<file path="src/rtl/vga_fb_arbiter.sv">
// Framebuffer RAM arbiter for the VGA path: display fetch, pixel writer and clear
// engine share one single-port RAM; display reads always take the slot.
module vga_fb_arbiter #(
  parameter int unsigned FB_W     = 160,
  parameter int unsigned FB_H     = 120,
  parameter int unsigned SCALE_SH = 2,
  parameter int unsigned COLOR_W  = 12,
  parameter int unsigned ADDR_W   = 15
) (
  input  logic               clk,
  input  logic               rst,
  input  logic               pix_en,
  input  logic [9:0]         x,
  input  logic [9:0]         y,
  input  logic               display,
  input  logic               wr_valid,
  output logic               wr_ready,
  input  logic [ADDR_W-1:0]  wr_addr,
  input  logic [COLOR_W-1:0] wr_data,
  input  logic               clear_start,
  input  logic [COLOR_W-1:0] clear_color,
  output logic               clear_busy,
  output logic               clear_done,
  output logic               oob_err,
  output logic               ram_en,
  output logic               ram_we,
  output logic [ADDR_W-1:0]  ram_addr,
  output logic [COLOR_W-1:0] ram_wdata,
  input  logic [COLOR_W-1:0] ram_rdata,
  output logic [COLOR_W-1:0] pixel_rgb
);

  localparam int unsigned        FB_SIZE   = FB_W * FB_H;
  localparam logic [ADDR_W-1:0]  FB_SIZE_A = ADDR_W'(FB_SIZE);
  localparam logic [ADDR_W-1:0]  FB_LAST_A = ADDR_W'(FB_SIZE - 1);

  typedef enum logic {IDLE, CLEAR} state_e;

  state_e               state_q, state_d;
  logic [ADDR_W-1:0]    cnt_q, cnt_d;
  logic [COLOR_W-1:0]   color_q, color_d;
  logic                 oob_q, oob_d;
  logic                 done_q, done_d;
  logic                 rdy_en_q, rdy_en_d;
  logic                 s1_rd_q, s1_rd_d;
  logic                 s1_blank_q, s1_blank_d;
  logic [COLOR_W-1:0]   pix_q, pix_d;

  logic                 disp_rd_c;
  logic [ADDR_W-1:0]    disp_addr_c;

  assign disp_rd_c   = pix_en && display && (x < 10'd640) && (y < 10'd480);
  assign disp_addr_c = ADDR_W'(ADDR_W'(y >> SCALE_SH) * ADDR_W'(FB_W)) + ADDR_W'(x >> SCALE_SH);

  assign clear_busy = (state_q == CLEAR);
  assign clear_done = done_q;
  assign oob_err    = oob_q;
  assign pixel_rgb  = pix_q;

  // Slot arbitration, clear engine and pixel pipeline next-state
  always_comb begin
    state_d    = state_q;
    cnt_d      = cnt_q;
    color_d    = color_q;
    oob_d      = oob_q;
    done_d     = 1'b0;
    rdy_en_d   = 1'b1;
    s1_rd_d    = disp_rd_c;
    s1_blank_d = pix_en && !display;
    pix_d      = pix_q;
    wr_ready   = 1'b0;
    ram_en     = 1'b0;
    ram_we     = 1'b0;
    ram_addr   = '0;
    ram_wdata  = '0;

    if (s1_rd_q) begin
      pix_d = ram_rdata;
    end else if (s1_blank_q) begin
      pix_d = '0;
    end

    if (disp_rd_c) begin
      ram_en   = 1'b1;
      ram_addr = disp_addr_c;
    end

    case (state_q)
      IDLE: begin
        wr_ready = rdy_en_q && !disp_rd_c;
        if (wr_valid && wr_ready) begin
          if (wr_addr < FB_SIZE_A) begin
            ram_en    = 1'b1;
            ram_we    = 1'b1;
            ram_addr  = wr_addr;
            ram_wdata = wr_data;
          end else begin
            oob_d = 1'b1;
          end
        end
        if (clear_start) begin
          color_d = clear_color;
          cnt_d   = '0;
          state_d = CLEAR;
        end
      end
      CLEAR: begin
        if (!disp_rd_c) begin
          ram_en    = 1'b1;
          ram_we    = 1'b1;
          ram_addr  = cnt_q;
          ram_wdata = color_q;
          if (cnt_q == FB_LAST_A) begin
            state_d = IDLE;
            done_d  = 1'b1;
          end else begin
            cnt_d = cnt_q + ADDR_W'(1);
          end
        end
      end
      default: state_d = IDLE;
    endcase

    // Nothing reaches the RAM or the writer while reset is held
    if (rst) begin
      wr_ready = 1'b0;
      ram_en   = 1'b0;
      ram_we   = 1'b0;
    end
  end

  always_ff @(posedge clk) begin
    if (rst) begin
      state_q    <= IDLE;
      cnt_q      <= '0;
      color_q    <= '0;
      oob_q      <= 1'b0;
      done_q     <= 1'b0;
      rdy_en_q   <= 1'b0;
      s1_rd_q    <= 1'b0;
      s1_blank_q <= 1'b0;
      pix_q      <= '0;
    end else begin
      state_q    <= state_d;
      cnt_q      <= cnt_d;
      color_q    <= color_d;
      oob_q      <= oob_d;
      done_q     <= done_d;
      rdy_en_q   <= rdy_en_d;
      s1_rd_q    <= s1_rd_d;
      s1_blank_q <= s1_blank_d;
      pix_q      <= pix_d;
    end
  end

endmodule

</file>
<file path="config.mk">
export PLATFORM = sky130hd
export DESIGN_NAME = vga_fb_arbiter
export DESIGN_NICKNAME = d
export VERILOG_FILES = /design/src/rtl/vga_fb_arbiter.sv
export SDC_FILE = /design/constraint.sdc
export NUM_CORES = 1
export LEC_CHECK = 0
export ABC_AREA = 1
export CORE_UTILIZATION = 48
export CTS_CLUSTER_SIZE = 40
export DETAILED_ROUTE_END_ITERATION = 10
export PLACE_DENSITY = 0.83
export SLEW_MARGIN = 0
export SYNTH_ARGS = -nofsm -noshare
export SYNTH_HDL_FRONTEND = slang
export SYNTH_SLANG_ARGS = --single-unit
</file>
<file path="constraint.sdc">
create_clock -name clk -period 5.48 [get_ports clk]
set_input_delay 1.37 -clock clk [delete_from_list [all_inputs] [get_ports clk]]
set_output_delay 1.37 -clock clk [all_outputs]
set_load 0.02 [all_outputs]
</file>
# ---- After elaboration in Yosys (flattened, before gate mapping)
# Index checks and enable logic that the tools add are counted.
dict set report classes {
  addsub 2
  multipliers 1
  n_lt_le_gt_ge 3
  eq_ne 4
  mux 34
  n_bitwise 2
  n_reduce_logical 13
}
# cell count
set ops {}
lappend ops {{two-way mux 15 bit} 7}
lappend ops {{two-way mux 12 bit} 5}
lappend ops {{one-hot mux 15 bit (2 select lines)} 2}
lappend ops {{one-hot mux 12 bit (2 select lines)} 1}
lappend ops {{two-way mux 1 bit} 16}
lappend ops {{adder 15 x 1 -> 15 bit (second input constant)} 1}
lappend ops {{adder 15 x 8 -> 15 bit} 1}
lappend ops {{== test 15 bit (second input constant)} 1}
lappend ops {{less-than comparator 15 bit (second input constant)} 1}
lappend ops {{less-than comparator 10 bit (second input constant)} 1}
lappend ops {{less-than comparator 10 x 9 -> 1 bit (second input constant)} 1}
lappend ops {{multiplier 8 x 3 -> 10 bit (second input constant)} 1}
lappend ops {{logical AND 1 bit} 6}
lappend ops {{!= test 2 bit (second input constant)} 3}
lappend ops {{one-hot mux 1 bit (2 select lines)} 3}
lappend ops {{AND reduction 3 bit} 2}
lappend ops {{OR reduction 3 bit} 1}
lappend ops {{zero test 1 bit} 2}
lappend ops {{NOT 1 bit} 2}
lappend ops {{AND reduction 2 bit} 1}
lappend ops {{nonzero test 2 bit} 1}
dict set report word_totals {
  ff_bits 45
  in_bits 77
  word_cells 68
}

# ---- Logic depth before layout (Yosys ltp)
dict set report depth {
  depth_word 9
  ltp_mapped 14
  ltp_nobuf 14
}

# ---- Least setup slack after synthesis
# Ideal clock, no wire load.
dict set report synth_timing {
  path_kind {input to output}
  start {in y[3]}
  end {out ram_addr[14]}
  arrival_ns 3.227
  required_ns 4.110
  slack_ns 0.883
  stages 13
  path_buffers 0
  path_cell_list {ha_1 ha_1 inv_1 fa_1 nor2_1 nand3_1 nand2_1 nand2_1 nor2_1 nand3_1 nand2_1 nand3_1 o211ai_1}
}
dict set report synth_between {
  elab_chain_cells 7
  elab_cells_between_ends 12
  cone_classes {add/sub (1); mul (1); order compare (1); mux (5); reduce/logical (4)}
}
# item line
set synth_lines {}
lappend synth_lines {{start: declaration} 14} ;# input logic [9:0] y,
lappend synth_lines {{branches (longest 6 deep; another with adder 15 x 8 -> 15 bit)} -}
lappend synth_lines {{one-hot mux 15 bit (2 select lines) *} 88} ;# case (state_q)
lappend synth_lines {{end: declaration} 27} ;# output logic [ADDR_W-1:0] ram_addr,
# Every way passes the cells marked *.

# ---- Worst setup path after layout
dict set report layout_timing {
  start {in y[5]}
  end {out ram_addr[1]}
}
dict set report layout_between {
  elab_chain_cells 7
  elab_cells_between_ends 10
  cone_classes {order compare (1); mux (5); reduce/logical (4)}
}
# item line
set layout_lines {}
lappend layout_lines {{less-than comparator 10 x 9 -> 1 bit *} 52} ;# assign disp_rd_c = pix_en && display && (x < 10'd640) && (y < 10'd480);
lappend layout_lines {{logical AND 1 bit *} 52}
lappend layout_lines {{zero test 1 bit} -}
lappend layout_lines {{logical AND 1 bit} 90} ;# wr_ready = rdy_en_q && !disp_rd_c;
lappend layout_lines {{logical AND 1 bit} 91} ;# if (wr_valid && wr_ready) begin
lappend layout_lines {{two-way mux 15 bit} 91}
lappend layout_lines {{one-hot mux 15 bit (2 select lines) *} 88}
# Every way passes the cells marked *; elsewhere a longest branch is shown, timed or not.

==> impl_metrics.toml <==
[worst_hold_path]
hold_path.class = "flip-flop to flip-flop"

[timing]
final_max_slew_viol_count = 0
worst_pin_slew_ps = 705
finalSetupViolCount = 0
min_period_over_period = 0.964
rsz_0062_raised_after_global_routing = "false"
finClkSkew_ps = 3.20
worst_slew_margin_rel = 0.528
fmax_mhz = 189
hold_viol = 0
finalWorstPathRequiredPeriod_ps = 5280

[cts]
cts.hold.buffers_added = 0
cts_tree = "yes"
clk_path_buf_depth = 2
cts_max_level = 2
clock_sink_count = 45
cts.reportedPaths.clkPinSlew_ps = 90
insertion_delay_ps = 310
tritoncts_buffer_count = 5
cts_root_buf = "clkbuf_8"
post_cts_buffers = 0

[synth]
yosys.area_share.xor_xnor = 0.0280
synthSimpleGateAreaFrac = 0.334
synth-adder-area-share = 0.0768
main_combinational_cell_family_by_area_after_synthesis = "simple AND/OR/NAND/NOR gates"
post-synth-top-area-fraction = 0.288
postSynthRegisterBits = 45
synth_area_leader_cell = "dfxtp_1"
synth.lib_cells_used.distinct = 37
synthTopCellsByArea = "dfxtp_1 (29%), nand2_1 (14%), nand3_1 (8.3%), inv_1 (6.7%), ha_1 (6.4%)"
synth.net_count = 573
synthCells = 478
synth_compound_gate_area_share = 0.170
synth.cell_area_um2 = 3130
ys_seq_area_frac = 0.288
post_synth_mux_area_share = 0
yosys_warnings = 0
average_footprint_of_a_synthesized_cell_um2 = 6.55

[floorplanning]
floorplan.initialDensity = 0.496
die_w_um = 82.7
rows = 29
floorplan.core_area_um2 = 6310
area_enclosed_by_the_die_boundary_um2 = 6850
ioPinCount = 122
fp.dieH_um = 82.7

[critical_path]
cp.required_ps = 4110
critical_path_class = "primary input to output pin"
critical_path.startpoint_type = "primary input"
worst-endpoint-arrival_ps = 3910
timing.critical_path.to_type = "output pin"
critical_path_peak_fanout = 21

[global_route]
globalRouteOverflowTotal = 0
global_route_usage_sum = 0.281
first_pass_grt_wire_length_um = 14800
grt_pass1_vias = 3438
grt_antenna_before_repair = 0
grt_max_degree = 35

[routing]
post_drt_via_cell_ratio = 5.40
dr.first_iter.drc_count = 181
drt_pass1_iterations = 8
antenna_violating_nets_post_route = 0
detail_route.wirelength_um = 9250
detail_route.drc_violations = 0
dr_total_vias = 3656
post_drt_wl_per_cell_um = 13.7

[run]
max_cap_violations = 0

[placement]
place_hpwl_um = 7000
port_buffers = 117
place.gp.congestion = 0.944
detailed_place.area_um2 = 4420

[cells_and_area]
synthToLayoutAreaGrowth_pct = 43.9
finalNetCount = 694
drive_above_1_share = 0.0917
post-route-cell-area_um2 = 4500
antenna_cells = 0
utilization = 0.713

[power_and_ir_drop]
power-per-cell-area_nw_per_um2 = 190
peakVddDrop_mv = 0.128
power.static_leakage_nw = 1.81

[outcome]
status = "finished, final reports clean"
==> critical path, stage by stage <==
cell	delay (ps)
clkdlybuf4s50_1	490
buf_4	130
nand2_1	50
nor2_1	100
nor2_1	60
nand2_2	160
nand2_1	130
nor2_1	230
buf_4	290
nand3_1	110
o211ai_1	120
clkdlybuf4s50_1	650
==> per-layer routing <==
layer  track usage  vias to the layer above  share of wire
li1              -                     1811              -
met1         0.324                     1630           0.43
met2         0.494                      190           0.45
met3        0.0846                       25          0.098
met4        0.0914                        0          0.025
met5             0                        -              0
==> report_power, final <==
group / leakage, nW / internal (mW) / total [mW] / switching, mW
combinational: 1.40 / 0.128 / 0.283 / 0.155
clock: 0.0447 / 0.0923 / 0.225 / 0.132
sequential: 0.367 / 0.339 / 0.347 / 0.00789
==> path summary, 6_finish.rpt <==
kind | endpoint | start | depth (start not counted) | slack [ps]
hold reg to reg | color_q[5] | color_q[5] | 2 | 450
hold / removal | color_q[5] | color_q[5] | 2 | 450
setup reg to reg | cnt_q[12] | clear_busy | 7 | 3360
setup / recovery | ram_addr[1] | y[5] | 12 | 200
==> logic make-up after synthesis <==
family	after synthesis
AND/OR/NAND/NOR	236
AO/OA/AOI/OAI	91
buffers and inverters	78
flip-flops	45
adder cells (fa/ha/maj)	18
XOR/XNOR	10
==> final cells by class <==
type                       count  area (um2)
sequential                    45         901
timing repair buffer         133        1280
fill                         561        1810
clock buffer                   5        68.8
tap                           77        96.3
inverter                      59         224
clock inverter                 3        25.0
multi-input combinational    355        1910
==> metrics by stage <==
| stage | hold slack (ps) | power [mW] | worst slack (ps) | setup TNS, ps | cells |
|---|---|---|---|---|---|
| floorplan | 424 | 0.507 | 883 | 0 | 478 |
| global placement | 433 | 0.628 | -178 | -353 | 669 |
| detailed placement | 440 | 0.634 | -199 | -511 | 669 |
| CTS | 454 | 0.854 | 24.4 | 0 | 677 |
| global route | 477 | 0.899 | 18.5 | 0 | 677 |
| finish | 451 | 0.855 | 196 | 0 | 677 |
==> cell usage after synthesis (all sizes together) <==
cell / number
ha: 16
clkbuf: 12
dfxtp: 45
a21oi: 44
nor2: 40
nand3b: 1
o21bai: 1
o211ai: 9
buf: 7
inv: 57
nor3: 8
o31ai: 1
nand3: 52
xnor2: 2
or2: 1
clkinv: 2
xor2: 8
nand4: 8
fa: 2
nor4: 2
nand2: 123
and2: 1
o21ai: 33
o221ai: 3
==> flip-flops by register name (all words and copies together), names as in the netlist <==
signal      flops
clear_busy      1
clear_done      1
color_q        12
s1_rd_q         1
pixel_rgb      12
s1_blank_q      1
rdy_en_q        1
oob_err         1
cnt_q          15
==> layout by cell type, fill, tap and decap left out, drive strengths merged <==
cell type	count
nand2	123
clkdlybuf4s50	112
inv	58
nand3	52
dfxtp	45
a21oi	44
nor2	40
o21ai	33
buf	17
ha	16
o211ai	9
xor2	8
nand4	8
nor3	8
clkbuf	8
o221ai	3
clkinv	3
xnor2	2
fa	2
nor4	2
nand3b	1
o21bai	1
and2	1
or2	1
o31ai	1
clkinvlp	1
dlymetal6s2s	1
==> repair_timing <==
action / CTS / global route
gates resized for setup: 4 / 15
endpoints found under the hold margin: 0 / 0
setup endpoints to repair: 4 / 10
Power figures use the tool's default switching activity.
